[config.mk]
export PLATFORM = sky130hd
export DESIGN_NAME = trace_buffer
export DESIGN_NICKNAME = d
export VERILOG_FILES = /design/src/rtl/trace_pkg.sv /design/src/rtl/trace_ram.sv /design/src/rtl/trace_buffer.sv
export SDC_FILE = /design/constraint.sdc
export NUM_CORES = 1
export LEC_CHECK = 0
export ABC_CLOCK_PERIOD_IN_PS = 11320
export CORE_ASPECT_RATIO = 1.1
export CORE_MARGIN = 2
export CORE_UTILIZATION = 60
export CTS_CLUSTER_DIAMETER = 100
export CTS_CLUSTER_SIZE = 25
export DETAILED_ROUTE_END_ITERATION = 6
export GPL_ROUTABILITY_DRIVEN = 0
export PLACE_DENSITY = 0.79
export RECOVER_POWER = 25
export SETUP_SLACK_MARGIN = 0.4
export SYNTH_ARGS = -nofsm -noshare
export SYNTH_HDL_FRONTEND = slang
export SYNTH_SLANG_ARGS = --single-unit
[constraint.sdc]
create_clock -name clk -period 11.32 [get_ports clk]
set_input_delay 2.264 -clock clk [delete_from_list [all_inputs] [get_ports clk]]
set_output_delay 2.264 -clock clk [all_outputs]
set_load 0.1 [all_outputs]
[src/rtl/trace_pkg.sv]
// Shared encodings for the retired-instruction trace buffer: capture modes,
// FSM states, record field layout and commit flag bit positions.
package trace_pkg;

  typedef enum logic [1:0] {
    MODE_OFF  = 2'd0,
    MODE_WRAP = 2'd1,
    MODE_FILL = 2'd2,
    MODE_TRIG = 2'd3
  } mode_e;

  typedef enum logic [1:0] {
    ST_IDLE    = 2'd0,
    ST_CAPTURE = 2'd1,
    ST_POST    = 2'd2,
    ST_FROZEN  = 2'd3
  } state_e;

  localparam int INSTR_W = 32;
  localparam int FLAGS_W = 3;

  // Bit positions inside the 3-bit {MemWrite, RegWrite, PCSrc} flag field
  localparam int FLAG_PCSRC    = 0;
  localparam int FLAG_REGWRITE = 1;
  localparam int FLAG_MEMWRITE = 2;

  // Record layout, LSB first: flags, alu, instr, pc
  localparam int FLAGS_LSB = 0;
  localparam int ALU_LSB   = FLAGS_W;

  function automatic int instr_lsb(input int xlen);
    return ALU_LSB + xlen;
  endfunction

  function automatic int pc_lsb(input int xlen);
    return ALU_LSB + xlen + INSTR_W;
  endfunction

  function automatic int rec_width(input int xlen);
    return 2 * xlen + INSTR_W + FLAGS_W;
  endfunction

endpackage

[src/rtl/trace_ram.sv]
// Trace record storage: one synchronous write port and one asynchronous read
// port, so the oldest entry can be presented and popped every cycle.
module trace_ram #(
  parameter int DEPTH = 16,
  parameter int PTR_W = $clog2(DEPTH),
  parameter int REC_W = 99
) (
  input  logic             clk,
  input  logic             we,
  input  logic [PTR_W-1:0] waddr,
  input  logic [REC_W-1:0] wdata,
  input  logic [PTR_W-1:0] raddr,
  output logic [REC_W-1:0] rdata
);

  logic [REC_W-1:0] mem [DEPTH];

  always_ff @(posedge clk) begin
    if (we) mem[waddr] <= wdata;
  end

  assign rdata = mem[raddr];

endmodule

[src/rtl/trace_buffer.sv]
// Retired-instruction trace buffer: captures commit records in WRAP, FILL or
// PC-triggered mode, then freezes and drains oldest-first over valid/ready.
module trace_buffer
  import trace_pkg::*;
#(
  parameter int XLEN  = 32,
  parameter int DEPTH = 16,
  parameter int PTR_W = $clog2(DEPTH),
  parameter int REC_W = rec_width(XLEN)
) (
  input  logic             clk,
  input  logic             rst,
  input  logic             commit_valid,
  input  logic [XLEN-1:0]  commit_pc,
  input  logic [31:0]      commit_instr,
  input  logic [XLEN-1:0]  commit_alu,
  input  logic [2:0]       commit_flags,
  input  logic [1:0]       cfg_mode,
  input  logic [XLEN-1:0]  cfg_trig_pc,
  input  logic [PTR_W:0]   cfg_post,
  input  logic             arm,
  input  logic             stop,
  output logic             rd_valid,
  input  logic             rd_ready,
  output logic [REC_W-1:0] rd_data,
  output logic [PTR_W:0]   count,
  output logic [1:0]       state,
  output logic             overflow,
  output logic             triggered
);

  localparam logic [PTR_W:0] FULL_CNT = (PTR_W+1)'(DEPTH);
  localparam logic [PTR_W:0] LAST_CNT = (PTR_W+1)'(DEPTH - 1);
  localparam logic [PTR_W:0] ONE_CNT  = (PTR_W+1)'(1);

  state_e           cur_state, nxt_state;
  mode_e            mode_q;
  logic [XLEN-1:0]  trig_pc_q;
  logic [PTR_W:0]   post_cfg_q, post_cnt, count_q, post_sat;
  logic [PTR_W-1:0] wr_ptr, rd_ptr;
  logic             overflow_q, triggered_q;
  logic             do_write, do_pop, trig_hit, full;
  logic [REC_W-1:0] wr_rec, ram_rd;

  assign full     = (count_q == FULL_CNT);
  assign trig_hit = (mode_q == MODE_TRIG) && (commit_pc == trig_pc_q);
  assign post_sat = (cfg_post > LAST_CNT) ? LAST_CNT : cfg_post;
  assign wr_rec   = {commit_pc, commit_instr, commit_alu, commit_flags};
  assign rd_valid = (cur_state == ST_FROZEN) && (count_q != '0);
  assign rd_data  = rd_valid ? ram_rd : '0;

  assign count     = count_q;
  assign state     = cur_state;
  assign overflow  = overflow_q;
  assign triggered = triggered_q;

  trace_ram #(.DEPTH(DEPTH), .PTR_W(PTR_W), .REC_W(REC_W)) u_ram (
    .clk   (clk),
    .we    (do_write),
    .waddr (wr_ptr),
    .wdata (wr_rec),
    .raddr (rd_ptr),
    .rdata (ram_rd)
  );

  always_ff @(posedge clk or negedge rst) begin
    if (!rst) cur_state <= ST_IDLE;
    else      cur_state <= nxt_state;
  end

  // arm overrides everything; stop is applied after the commit rules so the
  // same-cycle commit is still written before freezing
  always_comb begin
    nxt_state = cur_state;
    do_write  = 1'b0;
    do_pop    = 1'b0;
    if (arm) begin
      nxt_state = (cfg_mode == MODE_OFF) ? ST_IDLE : ST_CAPTURE;
    end else begin
      case (cur_state)
        ST_CAPTURE: begin
          do_write = commit_valid;
          if (commit_valid) begin
            if (mode_q == MODE_FILL && count_q == LAST_CNT)
              nxt_state = ST_FROZEN;
            else if (trig_hit)
              nxt_state = (post_cfg_q == '0) ? ST_FROZEN : ST_POST;
          end
          if (stop) nxt_state = ST_FROZEN;
        end
        ST_POST: begin
          do_write = commit_valid;
          if (commit_valid && post_cnt == ONE_CNT) nxt_state = ST_FROZEN;
          if (stop) nxt_state = ST_FROZEN;
        end
        ST_FROZEN: begin
          do_pop = rd_valid && rd_ready;
          if (do_pop && count_q == ONE_CNT) nxt_state = ST_IDLE;
        end
        default: ;
      endcase
    end
  end

  always_ff @(posedge clk or negedge rst) begin
    if (!rst) begin
      mode_q      <= MODE_OFF;
      trig_pc_q   <= '0;
      post_cfg_q  <= '0;
      post_cnt    <= '0;
      count_q     <= '0;
      wr_ptr      <= '0;
      rd_ptr      <= '0;
      overflow_q  <= 1'b0;
      triggered_q <= 1'b0;
    end else if (arm) begin
      mode_q      <= mode_e'(cfg_mode);
      trig_pc_q   <= cfg_trig_pc;
      post_cfg_q  <= post_sat;
      post_cnt    <= '0;
      count_q     <= '0;
      wr_ptr      <= '0;
      rd_ptr      <= '0;
      overflow_q  <= 1'b0;
      triggered_q <= 1'b0;
    end else begin
      if (do_write) begin
        wr_ptr <= wr_ptr + 1'b1;
        // FILL never reaches a full write in capture, so full means overwrite
        if (full) begin
          rd_ptr     <= rd_ptr + 1'b1;
          overflow_q <= 1'b1;
        end else begin
          count_q <= count_q + 1'b1;
        end
        if (cur_state == ST_CAPTURE && trig_hit) begin
          triggered_q <= 1'b1;
          post_cnt    <= post_cfg_q;
        end
        if (cur_state == ST_POST) post_cnt <= post_cnt - 1'b1;
      end
      if (do_pop) begin
        rd_ptr  <= rd_ptr + 1'b1;
        count_q <= count_q - 1'b1;
      end
    end
  end

endmodule

==> results of run 1 <==
how the worst max path moves through the flow:
stage,from,endpoint,slack [ns]
final,rd_ptr[0],rd_data[60],3.82
after global routing,rd_ptr[0],rd_data[60],3.46
after CTS,rd_ptr[0],rd_data[60],3.68
after detailed placement,rd_ptr[0],rd_data[60],4.38
after global placement,rd_ptr[0],rd_data[66],4.48
after floorplan,arm,u_ram.mem[0][0],1.01
per-stage QoR:
stage	area [µm²]	cells	utilization (%)	hold WS [ns]	total power, µW
3_5_place_dp	67700	4225	64.3	0.514	9160
4_1_cts	69900	4329	66.4	0.538	12100
5_1_grt	69900	4331	66.4	0.558	12400
2_1_floorplan	63500	2661	-	0.478	8600
3_3_place_gp	67700	4225	64.3	0.511	9100
6_report	69900	4334	66.4	0.537	12100
routing by layer:
layer | up-vias | share of wire [%] | wire length, µm | track usage, %
li1 | 11698 | - | - | -
met1 | 15788 | 37 | 52300 | 36.9
met2 | 1596 | 52 | 72400 | 44.1
met3 | 219 | 8.7 | 12300 | 4.21
met4 | 12 | 2.2 | 3060 | 6.01
met5 | - | 0.054 | 76 | 0
cell usage after synthesis (12+ instances only):
master    instances  share of area [%]
and2_1          100               0.98
buf_2            22               0.17
buf_4            17               0.20
clkbuf_1         81               0.48
dfrtp_1          61                2.4
edfxtp_1       1584                 75
ha_1             15               0.30
inv_1            12              0.071
mux2_2           35               0.62
mux4_2          495                 18
nand2_1          25               0.15
nor2_1           34               0.20
nor2b_1          26               0.26
nor4_1           12               0.12
xor2_1           25               0.34
sequential cells by signal (all words and copies together) (netlist names):
signal	count
u_ram.mem	1584
trig_pc_q	32
count	5
post_cfg_q	5
post_cnt	5
rd_ptr	4
wr_ptr	4
mode_q	2
state	2
overflow	1
triggered	1
layout make-up:
type / count / area (µm²)
flip-flops and latches: 1645 / 49100
repair buffers: 301 / 2950
fillers: 6378 / 35400
clock buffers: 102 / 2110
multi-input cells: 868 / 13900
clock inverters: 2 / 36.3
inverters: 14 / 52.6
well taps: 1397 / 1750
diodes: 5 / 12.5
logic make-up after synthesis:
group / Yosys count / synth area share [%]
muxes: 534 / 18.2
AOI/OAI and AO/OA: 47 / 0.498
adders and majority gates: 15 / 0.295
xor gates and xnor gates: 28 / 0.386
DFF: 1645 / 77.3
and+or+nand+nor: 244 / 2.23
buffers and inverters: 148 / 1.08
critical path, cell delays in order, from the launching register on:
cell and delay (ns):
dfrtp_4 0.86, buf_12 0.65, buf_4 0.62, mux4_2 0.58, mux4_2 0.51, and2_1 0.18, clkdlybuf4s50_1 0.97
power by group through the flow:
stage / logic, µW / clock network [µW] / registers [µW]
floorplan: 1520 / 0 / 7070
global placement: 2100 / 0 / 7000
detailed placement: 2150 / 0 / 7020
CTS: 2160 / 3110 / 6880
global route: 2250 / 3290 / 6890
finish: 2140 / 3060 / 6880
==> results.cfg, run 1 <==
[synthesis]
synth_cells = 2661
netlist-cell-type-count = 54
synth-edff-count = 1584
ys_ff_latch = 1645
syn_avg_cell_area_um2 = 23.9
synthArstFlopShare_pct = 3.71
syn_area_mm2 = 0.0635
synth-main-ff-cell = edfxtp_1
ys.warnings.count = 0
ys_seq_area_share_pct = 77.3
syn-num-nets = 2820

[clocking]
clk-insertion-delay-late_ns = 0.65
clock-sinks = 1645
hold_buffers = 0
post_cts_resized = 0
cts_buffers = 76
tritoncts = done
clockBufferDepth = 3
postCtsSetupBuffers = 0
clk_pin_slew_ns = 0.10
htree_levels = 3
cts_root_buf = clkbuf_16

[power]
swShare_pct = 26.1
ir_drop_mv = 0.177
power.internal_uw = 8920
seqPwrFrac_pct = 57.0
p_leak_uw = 0.0208
clkPwrFrac_pct = 25.3
p_per_area_mw_per_mm2 = 173
power_switching_uw = 3150
comb_power_share_pct = 17.7

[timing]
fin_ws_ns = 3.82
setup_viol = 0
fmax_ghz = 0.133
worst_slew_pin_slew_ns = 3.38
final_hold_viol_count = 0
period_share_pct = 66.3
maxSlewViolCount = 133
min_period_ns = 7.50
fin_skew_ns = 0.0196
grt_setup_unrepaired = no
finalSetupTns_ns = 0
slew-limit-headroom_pct = -125

[routing]
ant_nets = 0
viasPerCell = 6.76
drt-initial-drc-count = 3596
postRouteWirelength_um = 140000
drc = 0
detail_route.first_pass.iterations = 5
wl_per_cell_um = 32.3
via_count = 29313

[global_route]
grt_max_degree = 141
grt_antenna_before_repair = 16
grt_pass1_vias = 30656
overflow = 0
track_usage_pct = 26.2
grt_pass1_wl_um = 206000

[min_path]
hp-start = trig_pc_q[1]
min_path_cells = 1
worstHoldEndpoint = trig_pc_q[1]
min_path_type = flop to flop

[status]
violations = capacitance limit, slew limit
status = finished, violations left

[layout]
layout_common_cells = 1584 x edfxtp_1, 495 x mux4_2, 197 x clkdlybuf4s50_1
drive_gt1_share_pct = 23.6
finish.net_count = 3065
final_common_cell = edfxtp_1
area.growth.synth_to_final_pct = 9.99

[job]
maxCapViolations = 2

[placed_design]
portBuffers = 252
dp_slack_ns = 4.38
dp_hpwl_um = 71400

[setup_path]
critical_path_class = flop to output port
required_ns = 9.06
regToRegSetupSlack_ns = 6.58
r2r-end = u_ram.mem[15][23]
crit_path_max_fanout = 113
r2r_cells = 8
crit_path_start_kind = flop
crit_arrival_ns = 5.24
worstSetupEndpointType = output port
crit-reg2reg-launch = state[0]

[floorplanning]
core_area_mm2 = 0.105
start_util_pct = 60.4
die-area_mm2 = 0.108
die_x_um = 314
ios = 253
die_h_um = 345
num_rows = 125
(Power assumes the default switching activity.)
==> inputs of run 2 (changes only) <==
- ABC_CLOCK_PERIOD_IN_PS: 11320 -> 7050
- clock period: 11.32 -> 7.05 ns (I/O delays scaled with it)
==> run 2 against run 1 <==
  * The run still ends with capacitance limit, slew limit left
  * Hold slack got worse by 0.0037 ns
  * Sequential power increased by 61%
  * Sequential share of layout area decreased by 0.46 points
  * Worst setup slack got worse by 2.8 ns
  * Cell count increased by 0.37%
  * Total power increased by 60%
  * Flip-flop and latch count unchanged
  * Combinational power increased by 62%
  * Core utilization increased by 0.44 points
  * Largest power group unchanged
==> results.cfg, run 2 (same netlist as run 1, synthesis figures left out) <==
[layout]
final_common_cell = edfxtp_1
regMostFlops = u_ram.mem
drive_gt1_share_pct = 24.2
area.growth.synth_to_final_pct = 10.7
finish.net_count = 3084
fin_area_mm2 = 0.0703
largest_reg_flops = 1584
utilization_pct = 66.8
reg_top3 = u_ram.mem: 1584 flops, trig_pc_q: 32 flops
layout_common_cells = 1584 x edfxtp_1, 495 x mux4_2, 198 x clkdlybuf4s50_1

[timing]
final_hold_viol_count = 0
slew-limit-headroom_pct = -125
min_period_ns = 5.99
worst_slew_pin_slew_ns = 3.38
fin_skew_ns = 0.0358
maxSlewViolCount = 133
period_share_pct = 85.0
finalSetupTns_ns = 0
setup_viol = 0
fmax_ghz = 0.167
grt_setup_unrepaired = no

[setup_path]
cp_common_cell = mux4_2
crit_path_max_fanout = 41
crit_path_start_kind = flop
critPathSlowestCell = dfrtp_4
critPathMaxStageDelay_ns = 1.11
critical_path_class = flop to output port
crit_arrival_ns = 4.58
crit_family = buffers and inverters
crit_chain = buf_4 -> mux4_2 -> mux4_2 -> and2_1 -> clkdlybuf4s50_1
required_ns = 5.64
worstSetupEndpointType = output port
crit_buf_inv = 2

[global_route]
grt-busiest-layer = met2
grtUsageMet3_pct = 4.32
grt.met1_usage_pct = 37.5
track_usage_pct = 26.3
grt_pass1_vias = 30464
grt_max_degree = 87
overflow = 0
grt_pass1_wl_um = 205000
grt_antenna_before_repair = 19
met2_usage_pct = 43.5

[clocking]
hold_buffers = 0
clk-insertion-delay-late_ns = 0.67
clock-sinks = 1645
cts_buffers = 76
clk_pin_slew_ns = 0.09
postCtsSetupBuffers = 0
cts_root_buf = clkbuf_16
tritoncts = done
htree_levels = 3
clockBufferDepth = 3
post_cts_resized = 0

[routing]
wl_per_cell_um = 32.4
via_count = 29345
viasPerCell = 6.75
detail_route.first_pass.iterations = 5
drc = 0
drt-initial-drc-count = 3770
ant_nets = 0
postRouteWirelength_um = 141000

[floorplanning]
core_area_mm2 = 0.105
die_h_um = 345
die_x_um = 314
ios = 253
num_rows = 125
start_util_pct = 60.4
die-area_mm2 = 0.108

[power]
ir_drop_mv = 0.352
p_leak_uw = 0.0209
p_per_area_mw_per_mm2 = 275

[placed_design]
portBuffers = 252
placed_cell_area_mm2 = 0.0682
dp_hpwl_um = 73900

[status]
status = finished, violations left
violations = capacitance limit, slew limit

[min_path]
min_path_type = flop to flop

[job]
maxCapViolations = 2
[run 2: changes by cell type in the layout (fill, tap and decap cells not counted), sizes merged]
| cell | before | now |
|---|---|---|
| buf | 49 | 68 |
| clkbuf | 104 | 94 |
| diode | 5 | 8 |
| clkinv | 1 | 3 |
| inv | 15 | 17 |
| clkdlybuf4s50 | 197 | 198 |
| dlygate4sd3 | 53 | 52 |
[run 2: worst paths after layout]
check / endpoint / slack, ns / cells past startpoint / start
hold reg to reg: trig_pc_q[14] / 0.53 / 1 / trig_pc_q[14]
setup / recovery: rd_data[62] / 1.06 / 5 / rd_ptr[0]
hold / removal: trig_pc_q[14] / 0.53 / 1 / trig_pc_q[14]
max in group asynchronous: rd_ptr[0] / 2.78 / 2 / rst
min in group asynchronous: count[0] / 1.95 / 2 / rst
setup reg to reg: u_ram.mem[14][45] / 3.21 / 7 / state[0]
[run 2: layout make-up]
class	count	area, µm²
tap	1397	1750
inverter	14	52.6
timing repair buffer	320	3400
clock buffer	92	2030
clock inverter	6	88.8
antenna	8	20.0
sequential	1645	49100
fill	6271	34900
multi-input combinational	868	13900
[run 2: power by group]
group,total [µW],internal [µW],switching [µW]
clock network,4850,2060,2790
logic,3470,1330,2140
registers,11100,10900,135
[run 2: worst register-to-register path, cell delays in order, from the launching register on]
cell and delay [ns]:
dfrtp_1 0.52, inv_1 0.11, ha_1 0.37, nand2b_1 0.37
nor2_1 0.30, nand2_1 0.34, nor2_4 0.95, buf_12 0.47
[run 2: metrics by stage]
step | setup WS, ns | power, µW | hold WS [ns] | std cells
final | 1.06 | 19400 | 0.534 | 4350
after global routing | 0.868 | 20000 | 0.557 | 4344
after CTS | 0.982 | 19500 | 0.538 | 4342
after detailed placement | 1.73 | 14800 | 0.500 | 4244
after global placement | 1.77 | 14700 | 0.505 | 4244
after floorplan | 0.180 | 13800 | 0.478 | 2661
[run 2: metal layers]
| metal | part of all wire, % | vias to the layer above | routed length [µm] |
|---|---|---|---|
| met5 | 0.049 | - | 69 |
| met4 | 2.1 | 12 | 3000 |
| met3 | 8.6 | 210 | 12100 |
| met2 | 51 | 1548 | 71800 |
| met1 | 38 | 15833 | 54200 |
| li1 | - | 11742 | - |
==> patch (settings of run 2) <==
Add an input register stage for `cfg_trig_pc`, without a reset; this delays it by one clock. The other inputs are not delayed to match.
--- a/src/rtl/trace_buffer.sv
+++ b/src/rtl/trace_buffer.sv
@@ -33,4 +33,10 @@
   localparam logic [PTR_W:0] LAST_CNT = (PTR_W+1)'(DEPTH - 1);
   localparam logic [PTR_W:0] ONE_CNT  = (PTR_W+1)'(1);
+
+  logic [XLEN-1:0] cfg_trig_pc_q;
+
+  always_ff @(posedge clk) begin
+    cfg_trig_pc_q <= cfg_trig_pc;
+  end
 
   state_e           cur_state, nxt_state;
@@ -116,5 +122,5 @@
     end else if (arm) begin
       mode_q      <= mode_e'(cfg_mode);
-      trig_pc_q   <= cfg_trig_pc;
+      trig_pc_q   <= cfg_trig_pc_q;
       post_cfg_q  <= post_sat;
       post_cnt    <= '0;
Formal check against the unedited RTL: not equivalent (a bounded check fails within 4 cycles, from zero or initial values and one cycle with rst low).
==> patch against run 2 <==
- the flow still finishes with violations (max-capacitance violations, max-slew violations)
- setup slack better by 0.16 ns
- sequential cell count up 32
- wire length shrank 0.31%
- power is 3.1% higher
- largest power group unchanged
- worst hold slack lost 0.066 ns
- area after synthesis increased by 0.74%
- cell area is 0.50% higher
- critical endpoint is now rd_data[80]
- synthesized cell count increased by 0.38%
==> patch: results (changes against run 2) <==
Status: finished, violations left (unchanged)
Violated checks: max-capacitance violations, max-slew violations (unchanged)
Vias in the first global route: 30300 (was 30500)
DR WL met2: 72.8 mm (was 71.8 mm)
First-pass GRT wire length: 205 mm (about the same)
Min-delay src: cfg_trig_pc_q[6] (was trig_pc_q[14])
WL met1: 54.0 mm (was 54.2 mm)
1st-iter DRT viols: 3623 (was 3770)
Maxcap violations: 2 (unchanged)
Ys async rst share: 3.64% (was 3.71%)
Dpl hpwl: 71.3 mm (was 73.9 mm)
Biggest regs: u_ram.mem (1584), cfg_trig_pc_q (32), trig_pc_q (32) (was u_ram.mem (1584), trig_pc_q (32))
Post-placement setup slack: 1.82 ns (was 1.73 ns)
Largest net degree at the start of global routing: 100 (was 87)
Post-synthesis sequential area ratio: 77.7% (was 77.3%)
Hold path depth: 2 (was 1)
Leak: 21.1 nW (was 20.9 nW)
Worst vdd ir: 0.191 mV (was 0.352 mV)
Max-slew violation count: 128 (was 133)
WL/cell: 32.4 microns (about the same)
Reg2Reg Depth: 6 (was 7)
Layout Skew: 0.0264 ns (was 0.0358 ns)
Crit-path max FO: 40 (was 41)
Initial antenna violation count: 12 (was 19)
TritonCTS buffer count: 77 (was 76)
Total GRT Usage: 26.1% (was 26.3%)
Synth area leaders: edfxtp_1, mux4_2, dfrtp_1 (unchanged)
Vias: 29200 (was 29300)
Yosys cell types: 52 (was 54)
Most instantiated cells after synthesis: edfxtp_1, mux4_2, and2_1 (unchanged)
Worst Max-Slew Pin Slew: 3.48 ns (was 3.38 ns)
Net Count, Synth: 2830 (was 2820)
Nets: 3079 (was 3084)
[patch: cell count changes after synthesis, sizes merged, moves of 4 or more]
cell and change:
inv +7, dfxtp +32, nor2b -24, and2 +11
nand4 +4, nand2 -5, xnor2 +17, nor4 -4
nor3 -4, nor2 -16
[patch: power breakdown]
| part | leakage (nW) | internal (W) | switching (W) | total, W |
|---|---|---|---|---|
| combinational | 4.82 | 0.00162 | 0.00210 | 0.00372 |
| sequential | 15.3 | 0.0112 | 0.000134 | 0.0113 |
| clock | 1.04 | 0.00214 | 0.00284 | 0.00497 |
[patch: area by class of cell]
| class | count | area (sq um) |
|---|---|---|
| clock buffer | 97 | 2090 |
| sequential | 1677 | 49700 |
| antenna | 6 | 15.0 |
| clock inverter | 3 | 50.0 |
| inverter | 21 | 78.8 |
| timing repair buffer | 303 | 3240 |
| multi-input combinational | 840 | 13700 |
| tap | 1397 | 1750 |
| fill | 6370 | 35000 |
[patch: worst paths after layout]
kind	end	slack (ns)
max	rd_data[80]	1.22
min	trig_pc_q[6]	0.47
max reg2reg	u_ram.mem[2][53]	3.36
min reg2reg	trig_pc_q[6]	0.47
max in group asynchronous	rd_ptr[2]	2.62
min in group asynchronous	trig_pc_q[22]	2.02
[patch: logic make-up (layout without fill, tap and decap cells)]
group | Yosys count | after routing | share of synthesized area (%)
AOI/OAI and AO/OA | 49 | 49 | 0.518
and+or+nand+nor | 204 | 204 | 1.86
muxes | 530 | 530 | 18.0
xor gates and xnor gates | 42 | 42 | 0.622
adders and majority gates | 15 | 15 | 0.293
other | 0 | 6 | 0
buffers and inverters | 154 | 424 | 0.960
DFF | 1677 | 1677 | 77.7
[patch: metrics by stage]
step	std cells	total power, W	instance area (sq um)	utilization [%]
final	4344	0.0200	70700	66.9
after detailed placement	4238	0.0153	68500	64.8
after global placement	4238	0.0152	68500	64.8
after floorplan	2671	0.0143	64000	-
after CTS	4338	0.0201	70700	66.8
after global routing	4339	0.0206	70700	66.8
[patch: metal layers]
layer  up-vias  global-route usage (%)
met5         -                       0
met4         8                    5.70
met3       179                    3.99
met2      1482                    43.7
met1     15800                    37.1
li1      11700                       -
[patch: critical path, stage by stage (launching register included)]
cell             delay [ns]
dfrtp_4                0.73
buf_4                  0.70
mux4_2                 0.59
mux4_2                 0.54
and2_1                 0.20
clkdlybuf4s50_1        0.97
